[src/rtl/accum_16bit_if.sv]
// Handshake bundle for accum_16bit: sample input stream and batch result output.
interface accum_16bit_if;
  logic        in_valid;
  logic        in_ready;
  logic [15:0] in_data;
  logic        out_valid;
  logic        out_ready;
  logic [15:0] out_sum;
  logic        out_carry;
  logic [7:0]  out_count;

  // Producer/consumer side: drives samples and accepts results.
  modport master (
    output in_valid, in_data, out_ready,
    input  in_ready, out_valid, out_sum, out_carry, out_count
  );

  // Accumulator side.
  modport slave (
    input  in_valid, in_data, out_ready,
    output in_ready, out_valid, out_sum, out_carry, out_count
  );
endinterface

[src/rtl/accum_16bit.sv]
// Batch accumulator: sums NUM_SAMPLES 16-bit samples through a ripple adder and
// holds each batch total (with a sticky carry) until downstream takes it.

// 16-bit ripple-carry adder.
module adder_16bit (
  input  logic [15:0] a,
  input  logic [15:0] b,
  input  logic        c_in,
  output logic [15:0] sum,
  output logic        c_out
);
  logic carry;

  // Ripple the carry bit by bit from LSB to MSB.
  always_comb begin
    carry = c_in;
    sum   = '0;
    for (int i = 0; i < 16; i++) begin
      sum[i] = a[i] ^ b[i] ^ carry;
      carry  = (a[i] & b[i]) | (carry & (a[i] ^ b[i]));
    end
    c_out = carry;
  end
endmodule

module accum_16bit #(
  parameter int NUM_SAMPLES = 8,   // samples per batch, 1..255
  parameter bit SAT         = 1'b0 // 1: clamp accumulator at 16'hFFFF after a carry
) (
  input  logic          clk,
  input  logic          rst,
  input  logic          clr,
  accum_16bit_if.slave  bus
);
  typedef enum logic {ACC, HOLD} state_t;

  localparam logic [7:0] LAST_CNT = 8'(NUM_SAMPLES - 1);

  state_t      state_q, state_d;
  logic [15:0] acc_q, acc_d;
  logic [7:0]  cnt_q, cnt_d;
  logic        sticky_q, sticky_d;

  logic [15:0] add_sum;
  logic        add_co;
  logic        accept;

  adder_16bit u_adder (
    .a     (acc_q),
    .b     (bus.in_data),
    .c_in  (1'b0),
    .sum   (add_sum),
    .c_out (add_co)
  );

  // Handshake flags come from the state register only, so there is no
  // combinational path from in_valid or out_ready.
  assign bus.in_ready  = (state_q == ACC);
  assign bus.out_valid = (state_q == HOLD);
  assign bus.out_sum   = acc_q;
  assign bus.out_carry = sticky_q;
  assign bus.out_count = cnt_q;
  assign accept        = bus.in_valid & bus.in_ready;

  // Next-state logic: clr aborts, accepts accumulate, a taken result restarts.
  always_comb begin
    // NOTE: every signal gets a default first so no branch can infer a latch.
    state_d  = state_q;
    acc_d    = acc_q;
    cnt_d    = cnt_q;
    sticky_d = sticky_q;

    if (clr) begin
      state_d  = ACC;
      acc_d    = '0;
      cnt_d    = '0;
      sticky_d = 1'b0;
    end else if (state_q == ACC) begin
      if (accept) begin
        acc_d    = (SAT && (add_co || sticky_q)) ? 16'hFFFF : add_sum;
        sticky_d = sticky_q | add_co;
        cnt_d    = cnt_q + 8'd1;
        if (cnt_q == LAST_CNT) state_d = HOLD;
      end
    end else if (bus.out_ready) begin
      state_d  = ACC;
      acc_d    = '0;
      cnt_d    = '0;
      sticky_d = 1'b0;
    end
  end

  // State and datapath registers with synchronous reset.
  always_ff @(posedge clk) begin
    // NOTE: non-blocking so all registers update together from pre-edge values.
    if (rst) begin
      state_q  <= ACC;
      acc_q    <= '0;
      cnt_q    <= '0;
      sticky_q <= 1'b0;
    end else begin
      state_q  <= state_d;
      acc_q    <= acc_d;
      cnt_q    <= cnt_d;
      sticky_q <= sticky_d;
    end
  end
endmodule

[src/flat_wrapper.sv]
// flat-port wrapper written by rule: the top's interface ports become plain ports
module accum_16bit_flat 
#(
  parameter int NUM_SAMPLES = 8,                               
  parameter bit SAT         = 1'b0                                                  
)
  (clk, rst, clr, bus_in_valid, bus_in_data, bus_out_ready, bus_in_ready, bus_out_valid, bus_out_sum, bus_out_carry, bus_out_count);
  accum_16bit_if bus_i ();
  input  logic clk;
  input  logic rst;
  input  logic clr;
  input wire logic [$bits(bus_i.in_valid)-1:0] bus_in_valid;
  input wire logic [$bits(bus_i.in_data)-1:0] bus_in_data;
  input wire logic [$bits(bus_i.out_ready)-1:0] bus_out_ready;
  output wire logic [$bits(bus_i.in_ready)-1:0] bus_in_ready;
  output wire logic [$bits(bus_i.out_valid)-1:0] bus_out_valid;
  output wire logic [$bits(bus_i.out_sum)-1:0] bus_out_sum;
  output wire logic [$bits(bus_i.out_carry)-1:0] bus_out_carry;
  output wire logic [$bits(bus_i.out_count)-1:0] bus_out_count;
  assign bus_i.in_valid = bus_in_valid;
  assign bus_i.in_data = bus_in_data;
  assign bus_i.out_ready = bus_out_ready;
  assign bus_in_ready = bus_i.in_ready;
  assign bus_out_valid = bus_i.out_valid;
  assign bus_out_sum = bus_i.out_sum;
  assign bus_out_carry = bus_i.out_carry;
  assign bus_out_count = bus_i.out_count;
  accum_16bit #(.NUM_SAMPLES(NUM_SAMPLES), .SAT(SAT)) u_core (.clk(clk), .rst(rst), .clr(clr), .bus(bus_i));
endmodule
[config.mk]
export PLATFORM = sky130hd
export DESIGN_NAME = accum_16bit_flat
export DESIGN_NICKNAME = d
export VERILOG_FILES = /design/src/rtl/accum_16bit_if.sv /design/src/rtl/accum_16bit.sv /design/src/flat_wrapper.sv
export SDC_FILE = /design/constraint.sdc
export NUM_CORES = 1
export LEC_CHECK = 0
export CAP_MARGIN = 30
export CORE_MARGIN = 5
export CORE_UTILIZATION = 42
export CTS_BUF_LIST = sky130_fd_sc_hd__clkbuf_4
export CTS_CLUSTER_SIZE = 24
export DETAILED_ROUTE_END_ITERATION = 16
export PLACE_DENSITY = 0.86
export SLEW_MARGIN = 40
export SYNTH_ARGS = -nofsm -noshare
export SYNTH_HDL_FRONTEND = slang
export SYNTH_HIERARCHICAL = 1
export SYNTH_SLANG_ARGS = --single-unit
[constraint.sdc]
create_clock -name clk -period 8.75 [get_ports clk]
set_clock_uncertainty 0.05 [all_clocks]
set_input_delay 2.625 -clock clk [delete_from_list [all_inputs] [get_ports clk]]
set_output_delay 2.625 -clock clk [all_outputs]
set_load 0.01 [all_outputs]
Word level (Yosys, flattened, before mapping)

Index checks and enable logic that the tools add are counted.

Register bits: 26
Bits of input ports: 21
Output and inout bits: 27
Word-level logic and storage cells: 103

Add/subtract/negate cells: 1
Eq/ne operators: 2
Mux-type cells: 13
Bitwise operators: 80
Reductions and logical operators: 3

Operators by type and width:

| kind                  | number |
|---|---|
| $mux W16              | 3 |
| $and A1 B1 Y1         | 32 |
| $xor A1 B1 Y1         | 31 |
| $mux W8               | 3 |
| $or A1 B1 Y1          | 16 |
| $add A8 B1 Y8 const B | 1 |
| $eq A8 B3 Y1 const B  | 1 |
| $mux W1               | 7 |
| $ne A2 B2 Y1 const B  | 1 |
| $reduce_and A2 Y1     | 1 |
| $reduce_bool A2 Y1    | 1 |
| $reduce_or A2 Y1      | 1 |
| $not A1 Y1            | 1 |

Logic depth before layout (Yosys ltp)

Depth after elaboration: 34
Gate-level depth with buffers: 22
Depth with buffers taken out: 22

Modules after synthesis

The synthesis kept the hierarchy.

Modules (own cells, without submodules):

| module      | instances | cells an instance | area each (sq um) | seq. area each (sq um) |
|---|---|---|---|---|
| accum_16bit | 1         | 114               | 1,043.5           | 520.5 |
| adder_16bit | 1         | 26                | 357.8             | 0.0 |

Least setup slack after synthesis

OpenSTA, ideal clock, no wires.

Path kind: input-to-reg
Start point: in bus_in_data[0]
End point: reg u_core.acc_q[15] (netlist: u_core/bus.out_sum[15])
Setup time: 65 ps
Arrival: 8,798 ps
Data required time: 8,635 ps
Path slack: -163 ps
Stages on the path: 22
Path buffers: 0
Path through: fa_1 inv_1 fa_1 inv_1 fa_1 fa_1 fa_1 fa_1 fa_1 fa_1 fa_1 fa_1 fa_1 fa_1 fa_1 fa_1 fa_1 inv_1 fa_1 inv_1 a22oi_1 nor2_1

Longest elaborated chain between the ends: 32

Ends and longest elaborated chain:

| what                         | line               | RTL |
|---|---|---|
| start, declared              | flat_wrapper.sv:13 | `input wire logic [$bits(bus_i.in_data)-1:0] bus_in_data;` |
| $and A1 B1 Y1 (2 in series)  | accum_16bit.sv:20  | `carry = (a[i] & b[i]) \| (carry & (a[i] ^ b[i]));` |
| $or A1 B1 Y1                 | accum_16bit.sv:20  |  |
| $and A1 B1 Y1                | accum_16bit.sv:20  |  |
| $or A1 B1 Y1                 | accum_16bit.sv:20  |  |
| $and A1 B1 Y1                | accum_16bit.sv:20  |  |
| $or A1 B1 Y1                 | accum_16bit.sv:20  |  |
| $and A1 B1 Y1                | accum_16bit.sv:20  |  |
| $or A1 B1 Y1                 | accum_16bit.sv:20  |  |
| [16 not listed]              | n/a                |  |
| $and A1 B1 Y1                | accum_16bit.sv:20  |  |
| $or A1 B1 Y1                 | accum_16bit.sv:20  |  |
| $and A1 B1 Y1                | accum_16bit.sv:20  |  |
| $or A1 B1 Y1                 | accum_16bit.sv:20  |  |
| $xor A1 B1 Y1                | accum_16bit.sv:19  | `sum[i] = a[i] ^ b[i] ^ carry;` |
| named net u_core.add_sum[15] | accum_16bit.sv:44  | `logic [15:0] add_sum;` |
| $mux W16                     | accum_16bit.sv:79  | `if (accept) begin` |
| $mux W16                     | accum_16bit.sv:78  | `end else if (state_q == ACC) begin` |
| end signal, assigned         | accum_16bit.sv:98  | `acc_q <= '0;` |
| end signal, assigned         | accum_16bit.sv:103 | `acc_q <= acc_d;` |
| end, declared                | accum_16bit.sv:40  | `logic [15:0] acc_q, acc_d;` |

The timed path passes the listed nets, and every way through them passes these cells. The select of a mux whose other input is x is not followed.
A chain may end at the register's enable or synchronous reset.

Worst setup path after layout

Ends and elaborated chain as after synthesis.

==> results by group <==
Power
  – Net Sw Frac: 24.2%
  – Pwr/cell area: 130 nW/um^2
  – Power Internal: 197 uW
  – Peak supply drop: 67.4 uV
  – Clk pwr share: 31.7%
  – Overall power: 260 uW
  – Register share of total power: 48.6%
  – Logic pwr share: 19.7%
  – Leakage: 0.708 nW
  – P_sw: 63.0 uW

Logic synthesis
  – Compound-Gate Fraction of Synth Area: 15.2%
  – Post-synth top area share: 37.1%
  – Synth Area in XOR/XNOR: 0%
  – Post-Syn Area: 1400 um^2
  – Top_reg_cell synth: dfxtp_1
  – Largest family of logic cells by synthesized area: adder cells
  – Yosys cell types: 29
  – Post-synthesis async set-or-reset flop share: 0%
  – Warnings, synthesis: 6
  – Synth area leader: dfxtp_1
  – Syn Inst Count: 140
  – Number of synthesized register bits: 26
  – Syn_area_per_cell: 10.0 um^2
  – Dominant cell by count in the synthesized netlist: dfxtp_1
  – EDFF count, synth: 0
  – Syn nets: 179
  – Sequential fraction of the synthesis area: 37.1%
  – Post-Synth Adder-Cell Area: 24.6%
  – Synth top cells by count: dfxtp_1, nor2_1, a22oi_1
  – Main area contributors after synthesis: dfxtp_1, fa_1, a22oi_1
  – Simple-Gate Fraction of Synth Area: 14.8%
  – Multiplexer share of the synthesized area: 2.14%

Route
  – Vias per cell: 5.21
  – Pre-antenna DRT Iters: 4
  – DR WL/cell: 13.8 um
  – Routed Antenna Nets: 0
  – Vias: 1203
  – Total Routed Length: 3180 um
  – DRC violations left: 0
  – Iteration-0 DRC Markers: 92

Worst setup path
  – Worst setup EP type: register
  – FF-to-FF path depth: 22
  – RR Endpoint: u_core/bus.out_sum[15]
  – Critical path class: in2reg
  – WP data required: 8960 ps
  – Crit Path Max Fanout: 1
  – RR Startpoint: u_core/bus.out_sum[0]
  – R2R Setup Slk: 2170 ps
  – Worst EP arrival: 8780 ps
  – End point of the critical path: u_core/bus.out_sum[15]
  – CP Launch Point: bus_in_data[0]
  – Crit start category: input port

Place
  – Worst slack, placed: -695 ps
  – GP Congestion: 0.740
  – Final HPWL DP: 2320 um
  – Cell count after placement: 227
  – Port bufs: 47

Clock network
  – Clk slew on worst S/H paths: 140 ps
  – H-tree levels: 1
  – Worst skew pair latency: 320 ps
  – TritonCTS Buffers: 3
  – CTS Sinks: 26
  – Post-CTS Setup Bufs: 0
  – Root Driver: clkbuf_4
  – # hold bufs at CTS: 0
  – Clock buffer depth: 2
  – TritonCTS clock tree: yes

Floorplanning
  – Core ar.: 3280 um^2
  – Initial Utilization: 42.7%
  – Row cnt: 21
  – Full die area: 4590 um^2
  – Io pins: 48
  – Die Height: 67.8 um
  – Die Span X: 67.8 um

Global route
  – Grt ovf: 0
  – Initial antenna violation count: 0
  – Total track usage: 14.8%
  – Largest net degree at the start of global routing: 25
  – First-pass GRT wire length: 5220 um
  – Vias in the first global route: 1211

STA
  – Period minus WS final: 8560 ps
  – Max-slew violation count: 0
  – RSZ-0062 raised after global routing: false
  – Max Clock Freq: 0.117 GHz
  – Period utilisation layout: 97.9%
  – Fin. Hold Viols: 0
  – Final-report setup violation count: 0
  – Fin worst setup slack: 187 ps

Cells and area
  – Layout cells sized above 1: 15.7%
  – Layout Cells excl Fill: 231
  – Ant. Diodes: 0
  – Area Overhead vs Synth: 42.2%
  – Nets@finish: 225
  – Post-Route Utilization: 60.7%

Hold path
  – Hold Path Class: reg2reg

Run status
  – Outcome: finished clean

Flow run
  – Max-Cap Viols: 0
[cell families after synthesis]
logic type,count (synthesis)
adder cells (fa/ha/maj),18
AO/OA/AOI/OAI,31
multiplexers,3
flip-flops,26
buffers and inverters,20
other,1
AND/OR/NAND/NOR,41
[power by group through the flow]
| stage | sequential [mW] | combinational, mW | clock, mW |
|---|---|---|---|
| 2_1_floorplan | 0.130 | 0.0241 | 0 |
| 3_3_place_gp | 0.129 | 0.0480 | 0 |
| 3_5_place_dp | 0.129 | 0.0499 | 0 |
| 4_1_cts | 0.127 | 0.0516 | 0.0850 |
| 5_1_grt | 0.127 | 0.0574 | 0.0905 |
| 6_report | 0.126 | 0.0512 | 0.0823 |
[flip-flops by register name (all words and copies together), names as in the netlist]
signal,cells
u_core/bus.out_sum,16
u_core/bus.out_carry,1
u_core/bus.out_count,8
u_core/bus.out_valid,1
[routing by layer]
| layer | share of wire [%] | GRT usage [%] | up-vias |
|---|---|---|---|
| met1 | 40 | 16.3 | 595 |
| met2 | 51 | 27.0 | 38 |
| met5 | 0 | 0 | - |
| met3 | 8.3 | 5.16 | 4 |
| met4 | 0.79 | 3.54 | 0 |
| li1 | - | - | 566 |
[worst min-delay path by stage]
stage	from	endpoint	slack, ps	cells past startpoint
2_1_floorplan	u_core/bus.out_carry	u_core/bus.out_carry	450	2
3_3_place_gp	u_core/bus.out_carry	u_core/bus.out_carry	410	2
3_5_place_dp	u_core/bus.out_carry	u_core/bus.out_carry	420	2
4_1_cts	u_core/bus.out_carry	u_core/bus.out_carry	460	2
5_1_grt	u_core/bus.out_count[7]	u_core/bus.out_count[7]	490	2
6_report	u_core/bus.out_carry	u_core/bus.out_carry	450	2
[timing repair]
action / CTS / global route
endpoints found under the setup margin: 3 / 1
hold endpoints to repair: 0 / 0
pin swaps: 17 / 6
gates resized for setup: 17 / 0
[layout make-up]
class                           instances  area [um^2]
Timing Repair Buffer                   49          480
Clock buffer                            3         22.5
Tap cell                               46         57.6
Inverter                               12         45.0
Clock inverter                          1         30.0
Sequential cell                        26          520
Fill cell                             279         1290
Multi-Input combinational cell         94          837
[critical path, stage by stage]
cell and delay (ps):
buf_2 100, fa_2 330, inv_2 70, fa_2 190, inv_2 40, fa_2 350
fa_2 370, fa_2 360, fa_2 370, fa_2 370, fa_2 370, fa_2 360
fa_2 370, fa_2 340, fa_2 360, fa_2 380, fa_2 360, fa_2 370
inv_2 60, fa_1 400, inv_1 70, a22oi_1 70, nor2_1 90
[layout by cell type, fill, tap and decap left out, types with 3 or more instances in the layout]
cell	instances
inv_2	3
a22oi_1	17
nor2_1	21
mux2i_1	3
clkdlybuf4s50_1	46
nand2_1	5
fa_2	15
inv_1	9
clkbuf_4	3
dfxtp_1	26
a21oi_1	9
[per-stage QoR]
stage | instance area, um^2 | hold slack (ps) | setup TNS (ps)
2_1_floorplan | 1410 | 452 | 0
3_3_place_gp | 1920 | 410 | -1230
3_5_place_dp | 1920 | 417 | -1600
4_1_cts | 1990 | 459 | 0
5_1_grt | 1990 | 494 | 0
6_report | 1990 | 449 | 0
Power figures use the tool's default switching activity.
